[config.mk]
export PLATFORM = sky130hd
export DESIGN_NAME = fb_pixel_writer
export DESIGN_NICKNAME = d
export VERILOG_FILES = /design/src/rtl/gameman_fb_pkg.sv /design/src/rtl/fb_addr_counter.sv /design/src/rtl/fb_pixel_writer.sv
export SDC_FILE = /design/constraint.sdc
export NUM_CORES = 1
export LEC_CHECK = 0
export ABC_AREA = 0
export ABC_CLOCK_PERIOD_IN_PS = 5600
export CAP_MARGIN = 20
export CORE_MARGIN = 10
export CORE_UTILIZATION = 55
export CTS_CLUSTER_SIZE = 25
export DETAILED_ROUTE_END_ITERATION = 6
export GPL_TIMING_DRIVEN = 0
export PLACE_DENSITY = 0.85
export SLEW_MARGIN = 20
export SYNTH_ARGS = -nofsm -noshare
export SYNTH_HDL_FRONTEND = slang
export SYNTH_SLANG_ARGS = --single-unit
[constraint.sdc]
create_clock -name clk_100mhz -period 5.6 [get_ports clk_100mhz]
set_clock_uncertainty 0.05 [all_clocks]
set_input_delay 1.4 -clock clk_100mhz [delete_from_list [all_inputs] [get_ports clk_100mhz]]
set_output_delay 1.4 -clock clk_100mhz [all_outputs]
set_load 0.01 [all_outputs]
[src/rtl/gameman_fb_pkg.sv]
// Shared constants and types for the framebuffer write path.
// Build option: FBW_DOUBLE_BUF_EN selects a two-bank framebuffer (16-bit address).
package gameman_fb_pkg;

  localparam int FB_WIDTH  = 160;
  localparam int FB_HEIGHT = 144;
  localparam int FB_PIXELS = FB_WIDTH * FB_HEIGHT;

`ifdef FBW_DOUBLE_BUF_EN
  localparam int ADDR_W = 16;
`else
  localparam int ADDR_W = 15;
`endif

  localparam int X_W = 8;
  localparam int Y_W = 8;

  typedef logic [1:0] pixel_t;

  typedef enum logic [1:0] {
    WAIT_FRAME = 2'd0,
    ACTIVE     = 2'd1,
    FRAME_END  = 2'd2
  } fbw_state_t;

endpackage

[src/rtl/fb_addr_counter.sv]
// x/y position and running line base address for the framebuffer writer.
// The line base is advanced by FB_WIDTH per line so no multiplier is needed.
// A clear together with a pixel step leaves x at 1: the pixel became (0,0).
// A line step together with a pixel step leaves x at 0: the pixel closed the line.
module fb_addr_counter
  import gameman_fb_pkg::*;
(
  input  logic              clk,
  input  logic              rst,
  input  logic              clear,
  input  logic              pixel_step,
  input  logic              line_step,
  output logic [X_W-1:0]    x,
  output logic [Y_W-1:0]    y,
  output logic [ADDR_W-1:0] line_base
);

  // Position counters: clear wins, then line step, then pixel step.
  always_ff @(posedge clk or posedge rst) begin
    if (rst) begin
      x         <= '0;
      y         <= '0;
      line_base <= '0;
    end else if (clear) begin
      x         <= pixel_step ? X_W'(1) : X_W'(0);
      y         <= '0;
      line_base <= '0;
    end else if (line_step) begin
      x         <= '0;
      y         <= y + Y_W'(1);
      line_base <= line_base + ADDR_W'(FB_WIDTH);
    end else if (pixel_step) begin
      x         <= x + X_W'(1);
    end
  end

endmodule

[src/rtl/fb_pixel_writer.sv]
// PPU pixel stream to framebuffer BRAM port A writer.
// Writes land one cycle after the accepted pixel; there is no backpressure.
// Build option: FBW_DOUBLE_BUF_EN adds a write bank in addra[15] that flips
// at frame completion, with disp_bank pointing at the finished bank.
module fb_pixel_writer
  import gameman_fb_pkg::*;
(
  input  logic              clk_100mhz,
  input  logic              rst,
  input  logic              ppu_vsync,
  input  logic              ppu_hsync,
  input  logic              px_valid,
  input  logic [1:0]        px_data,
  output logic              clka,
  output logic [ADDR_W-1:0] addra,
  output logic [1:0]        dina,
  output logic              wea,
  output logic              frame_done,
  output logic              err_overrun,
  output logic              err_short,
  output logic              disp_bank
);

  fbw_state_t state, state_next;

  logic [X_W-1:0]    x;
  logic [Y_W-1:0]    y;
  logic [ADDR_W-1:0] line_base;
  logic [ADDR_W-1:0] lin_addr;
  logic [ADDR_W-1:0] write_addr;
  logic [X_W-1:0]    x_after;
  logic              clear;
  logic              pixel_step;
  logic              line_step;
  logic              write_en;
  logic              drop;
  logic              short_line;
  logic              frame_end;
  logic              wbank;

  assign clka = clk_100mhz;

  fb_addr_counter u_cnt (
    .clk        (clk_100mhz),
    .rst        (rst),
    .clear      (clear),
    .pixel_step (pixel_step),
    .line_step  (line_step),
    .x          (x),
    .y          (y),
    .line_base  (line_base)
  );

  // FSM state register.
  always_ff @(posedge clk_100mhz or posedge rst) begin
    if (rst) begin
      state <= WAIT_FRAME;
    end else begin
      state <= state_next;
    end
  end

  // Next state and per-cycle write/error decisions; vsync overrides everything.
  always_comb begin
    state_next = state;
    clear      = 1'b0;
    pixel_step = 1'b0;
    line_step  = 1'b0;
    write_en   = 1'b0;
    drop       = 1'b0;
    short_line = 1'b0;
    frame_end  = 1'b0;
    x_after    = x;
    if (ppu_vsync) begin
      state_next = ACTIVE;
      clear      = 1'b1;
      if (px_valid) begin
        pixel_step = 1'b1;
        write_en   = 1'b1;
      end else begin
        pixel_step = 1'b0;
      end
    end else begin
      case (state)
        ACTIVE: begin
          if (px_valid) begin
            if (x < X_W'(FB_WIDTH)) begin
              pixel_step = 1'b1;
              write_en   = 1'b1;
              x_after    = x + X_W'(1);
            end else begin
              drop = 1'b1;
            end
          end else begin
            x_after = x;
          end
          if (ppu_hsync) begin
            line_step  = 1'b1;
            short_line = (x_after != X_W'(FB_WIDTH));
            if (y == Y_W'(FB_HEIGHT - 1)) begin
              frame_end  = 1'b1;
              state_next = FRAME_END;
            end else begin
              state_next = ACTIVE;
            end
          end else begin
            state_next = ACTIVE;
          end
        end
        WAIT_FRAME, FRAME_END: begin
          drop = px_valid;
        end
        default: begin
          state_next = WAIT_FRAME;
          drop       = px_valid;
        end
      endcase
    end
  end

  assign lin_addr = clear ? '0 : (line_base + ADDR_W'(x));

`ifdef FBW_DOUBLE_BUF_EN
  assign write_addr = {wbank, lin_addr[ADDR_W-2:0]};

  // Write bank flips as frame_done rises; the reader shows the other bank.
  always_ff @(posedge clk_100mhz or posedge rst) begin
    if (rst) begin
      wbank     <= 1'b0;
      disp_bank <= 1'b1;
    end else if (frame_end) begin
      wbank     <= ~wbank;
      disp_bank <= wbank;
    end
  end
`else
  assign wbank      = 1'b0;
  assign write_addr = lin_addr | {ADDR_W{wbank}};
  assign disp_bank  = 1'b0;
`endif

  // Registered BRAM port A signals, frame pulse and sticky error flags.
  always_ff @(posedge clk_100mhz or posedge rst) begin
    if (rst) begin
      addra       <= '0;
      dina        <= 2'd0;
      wea         <= 1'b0;
      frame_done  <= 1'b0;
      err_overrun <= 1'b0;
      err_short   <= 1'b0;
    end else begin
      wea        <= write_en;
      frame_done <= frame_end;
      if (write_en) begin
        addra <= write_addr;
        dina  <= px_data;
      end
      if (drop) begin
        err_overrun <= 1'b1;
      end
      if (short_line) begin
        err_short <= 1'b1;
      end
    end
  end

endmodule

==> flow_summary.json, run 1 <==
{
  "clkLatencyLatePin_ps": 420,
  "start_util": 0.569,
  "grt_overflow": 0,
  "antenna_cells": 0,
  "synth-main-ff-cell": "dfrtp_1",
  "path_max_fanout": 2,
  "setup-tns-final_ps": 0,
  "final_antenna_net_count": 0,
  "crit_path_top_delay_cell": "clkdlybuf4s50_1",
  "cts_setup_buffers": 0,
  "synth_edf_count": 0,
  "synth_seq_cells": 49,
  "grt_start_max_net_pins": 31,
  "grt_usage": 0.148,
  "wire_per_inst_um": 15.8,
  "layout-drive-gt1-share": 0.122,
  "utilization": 0.681,
  "drv_cap": 0,
  "ioPinCount": 30,
  "cp.required_ps": 4150,
  "drt_iter0_markers": 79,
  "die_area_mm2": 0.00763,
  "rr_startpoint": "u_cnt.x[6]",
  "critPathArrivalTime_ps": 3620,
  "status": "complete, no violations",
  "drc": 0,
  "grt_pass1_vias": 1919,
  "crit_path_end_kind": "output port",
  "fin_nets": 292,
  "syn-cell-area_mm2": 0.00249,
  "syn_inst": 240,
  "multiInputGateArea_mm2": 0.00115,
  "ir_drop_mv": 0.200,
  "routed_wl_um": 5240,
  "dpl.hpwl_um": 3730,
  "ys_types": 43,
  "grt_setup_unrepaired": "false",
  "ys_seq_area_frac": 0.491,
  "fill_cells": 336,
  "powerDensity_mw_per_mm2": 255,
  "numPortBuffers": 26,
  "vias": 1893,
  "max_stage_delay_ps": 470,
  "fp.dieW_um": 87.4,
  "cts_tree": "done",
  "maxSlewViolCount": 0,
  "hold_buffers": 0,
  "setup_viol": 0,
  "grt_pass1_wl_um": 8920,
  "crit_chain": "clkbuf_8 -> clkbuf_8 -> buf_4 -> clkdlybuf4s50_1",
  "core-area_mm2": 0.00438,
  "critPathLaunchType": "clock port",
  "cts-resized-gates": 0,
  "min_path_type": "reg2reg",
  "crit_path_frequent_cell": "clkbuf_8",
  "drt_pass1_iterations": 4,
  "die_h_um": 87.4,
  "via_per_inst": 5.72,
  "critPathKind": "clk2out",
  "synth_warnings": 0,
  "rows": 24,
  "crit_path_start": "clk_100mhz",
  "p_total_uw": 762,
  "gp_congestion": 0.827,
  "antenna_found_initial": 0,
  "hold_viol_final": 0,
  "path_clk_slew_ps": 90,
  "area.growth.synth_to_final_pct": 19.7,
  "async_reset_ff_frac": 1.00,
  "min_from": "err_overrun",
  "power.leakage_uw": 0.00139,
  "syn_area_per_cell_um2": 10.4,
  "regArea_mm2": 0.00123
}
==> metal layers <==
layer	up-vias	GRT usage	wire length, µm
li1	904	-	-
met1	896	0.173	2130
met2	74	0.227	2530
met3	19	0.0524	443
met4	0	0.0928	136
met5	-	0	0
==> synth_stat cells (7+ instances only) <==
master,number,share of area
a21oi_1,12,0.024
a22o_1,15,0.053
dfrtp_1,49,0.49
ha_1,7,0.035
nand2_1,12,0.018
nand3_1,10,0.020
nor2_1,31,0.047
xnor2_1,10,0.035
xor2_1,21,0.074
==> cells in the final DEF, fill, tap and decap left out, types with 2 or more instances in the layout <==
cell type and count:
dfrtp_1 49, nor2_1 31, clkdlybuf4s50_1 26, xor2_1 21, a22o_1 15, a21oi_1 12, nand2_1 12, nand3_1 10
xnor2_1 10, clkbuf_8 10, ha_1 7, o21ai_0 6, and3_1 6, nand4_1 6, or3_1 5, inv_1 5
clkbuf_1 4, buf_6 4, buf_4 3, buf_2 3, a21o_1 2, and4_1 2, nand2b_1 2, or2_2 2
nor4_1 2, conb_1 2
==> layout make-up <==
cell class	instances	area share
tap	52	0.0218
clock buffer	11	0.0494
multi-input combinational	171	0.384
inverter	6	0.00754
clock inverter	1	0.00168
sequential	49	0.411
timing repair buffer	26	0.0905
buffer	15	0.0344
==> cells by family after synthesis <==
| group | after synthesis | synth area share |
|---|---|---|
| simple gates | 86 | 0.177 |
| mux | 2 | 0.00903 |
| xor+xnor | 31 | 0.109 |
| buf+inv | 21 | 0.0501 |
| fa+ha+maj | 7 | 0.0351 |
| flops | 49 | 0.491 |
| compound gates | 43 | 0.127 |
| other cells | 1 | 0.00150 |
==> state kept, by name (all words and copies together), names as in the netlist <==
register and count:
u_cnt.y 8, err_short 1, frame_done 1, addra 15, wea 1, state 2, err_overrun 1, u_cnt.x 8
dina 2, u_cnt.line_base 10
==> power by group <==
| part | switching, µW | total [µW] | internal, µW |
|---|---|---|---|
| Clock | 138 | 316 | 178 |
| Sequential | 9.98 | 374 | 364 |
| Combinational | 38.1 | 71.5 | 33.4 |
==> through the flow <==
stage | hold slack [ps] | cells | setup WS, ps | cell area [µm²]
floorplan | 455 | 241 | 1230 | 2500
global placement | 410 | 319 | 788 | 2820
detailed placement | 419 | 320 | 788 | 2840
CTS | 438 | 331 | 519 | 2990
global route | 467 | 331 | 509 | 2990
finish | 434 | 331 | 534 | 2990
==> final timing paths <==
path	cells after the start	endpoint	slack, ps
worst max-delay path	4	clka	530
worst min-delay path	1	err_overrun	430
worst max register to register	6	addra[10]	3540
worst min register to register	1	err_overrun	430
max in group asynchronous	3	u_cnt.y[3]	3760
min in group asynchronous	2	dina[0]	1250
==> worst max-delay path: cells and delay by family <==
kind	cells	cell delay [ps]
buffers and inverters	4	820
No activity file was read; power rests on OpenSTA's default activity.
==> inputs of run 2 (changes only) <==
ABC_CLOCK_PERIOD_IN_PS = 6400   (was 5600)
SLEW_MARGIN = not set   (was 20)
clock period = 6.4 ns   (was 5.6 ns; I/O delays follow)
==> results of run 2 <==
The final DEF is identical to that of run 1. Status: complete, no violations.
Main changes from that run: setup slack after placement 788 ps -> 988 ps; setup slack after layout 534 ps -> 734 ps; register-to-register setup slack 3540 ps -> 4340 ps; total power 762 µW -> 667 µW; worst IR drop on VDD 0.200 mV -> 0.175 mV
==> inputs of run 3 (changes only) <==
CELL_PAD_IN_SITES_DETAIL_PLACEMENT = 1   (was not set)
CELL_PAD_IN_SITES_GLOBAL_PLACEMENT = 1   (was not set)
CORE_UTILIZATION = 47   (was 55)
PLACE_DENSITY = 0.91   (was 0.85)
==> run 3 against run 2 <==
  * Clock power decreased by 6%
  * Via count is 0.58% higher
  * Total power fell by 1.9%
  * Clock-buffer cell count shrank 2
  * Worst hold slack gained 3.7 ps
  * Final cell count rose by 5.4%
  * Register-to-register slack got worse by 40 ps
  * Wire length rose by 20%
  * Critical endpoint unchanged
  * Highest routed layer unchanged
==> flow_summary.json, run 3 (synthesized netlist as in run 1, its figures left out) <==
{
  "status": "complete, no violations",
  "largest_register": "addra",
  "start_util": 0.485,
  "r2r_cells": 6,
  "min_path_type": "reg2reg",
  "power.leakage_uw": 0.00138,
  "hold_buffers": 0,
  "numPortBuffers": 26,
  "area.growth.synth_to_final_pct": 20.2,
  "critPathArrivalTime_ps": 4010,
  "hold_viol_final": 0,
  "die_h_um": 92.9,
  "rr_startpoint": "u_cnt.x[6]",
  "wire_per_inst_um": 18.1,
  "ioPinCount": 30,
  "setup_viol": 0,
  "drc": 0,
  "cp.required_ps": 4750,
  "antenna_cells": 0,
  "reg2reg_slack_ps": 4300,
  "dpl.hpwl_um": 4540,
  "final_antenna_net_count": 0,
  "critPathKind": "clk2out",
  "rows": 26,
  "grt_pass1_wl_um": 10500,
  "max_slew.worst_pin.slew_ps": 582,
  "crit_path_end_kind": "output port",
  "clkLatencyLatePin_ps": 410,
  "path_clk_slew_ps": 90,
  "fp.dieW_um": 92.9,
  "hold_depth": 1,
  "gp_congestion": 0.793,
  "min_from": "err_overrun",
  "grt_usage": 0.154,
  "final_cells": 349,
  "critPathLaunchType": "clock port",
  "final_common_cell": "dfrtp_1",
  "top_regs": "addra (15), u_cnt.line_base (10)",
  "powerDensity_mw_per_mm2": 218,
  "maxSlewViolCount": 0,
  "routed_wl_um": 6300,
  "grt_overflow": 0,
  "max_slew_margin": 0.610,
  "grt_pass1_vias": 2076,
  "antenna_found_initial": 0,
  "grt.busiest_layer": "met2",
  "met1_usage": 0.177,
  "grt_setup_unrepaired": "false",
  "path_max_fanout": 2,
  "drt_pass1_iterations": 4,
  "fin_nets": 292,
  "core-area_mm2": 0.00514,
  "met2_usage": 0.255,
  "cts_tree": "done",
  "ir_drop_mv": 0.177,
  "layout-drive-gt1-share": 0.122,
  "hold_path_end": "err_overrun",
  "die_area_mm2": 0.00862,
  "setup-tns-final_ps": 0,
  "most-common-layout-cells": "dfrtp_1, nor2_1, clkdlybuf4s50_1, xor2_1, a22o_1",
  "grt_util_met3": 0.0476,
  "vias": 1904,
  "utilization": 0.583,
  "grt_start_max_net_pins": 26,
  "cts-resized-gates": 0,
  "cts_setup_buffers": 0,
  "via_per_inst": 5.46,
  "drt_iter0_markers": 62,
  "drv_cap": 0,
  "placed_cells": 338,
  "largest_register_ff_count": 15,
  "r2r-end": "addra[12]"
}
run 3: worst max-delay path: stages:
cell and delay [ps]:
clkbuf_8 110, clkbuf_8 120, buf_4 110, clkdlybuf4s50_1 470
run 3: report_power, final:
| part | switching, µW | total [µW] | internal (µW) |
|---|---|---|---|
| registers | 9.38 | 328 | 319 |
| clock network | 127 | 261 | 135 |
| logic | 35.6 | 64.9 | 29.3 |
| total | 172 | 654 | 483 |
run 3: how the worst max path moves through the flow:
stage	start	endpoint	slack (ps)	cells past startpoint
floorplan	clk_100mhz	clka	1430	1
global placement	clk_100mhz	clka	990	2
detailed placement	clk_100mhz	clka	990	2
CTS	clk_100mhz	clka	730	4
global route	clk_100mhz	clka	710	4
finish	clk_100mhz	clka	740	4
run 3: metrics by stage:
step | worst slack, ps | hold slack, ps | power [µW] | cell area (µm²)
after floorplan | 1430 | 455 | 384 | 2500
after global placement | 988 | 411 | 418 | 2850
after detailed placement | 988 | 416 | 425 | 2870
after CTS | 727 | 442 | 663 | 3000
after global routing | 714 | 478 | 687 | 3000
final | 742 | 438 | 654 | 3000
run 3: layout make-up:
cell class                 instances  area [µm²]
fill                             607        2140
clock inverter                     3        22.5
inverter                           6        22.5
multi-input combinational        171        1150
sequential                        49        1230
timing repair buffer              26         270
clock buffer                       9         120
buffer                            15         103
tap                               70        87.6
run 3: metal layers:
| layer | wire [µm] | vias to the layer above |
|---|---|---|
| li1 | - | 905 |
| met1 | 2740 | 955 |
| met2 | 3230 | 32 |
| met3 | 195 | 12 |
| met4 | 137 | 0 |
| met5 | 0 | - |
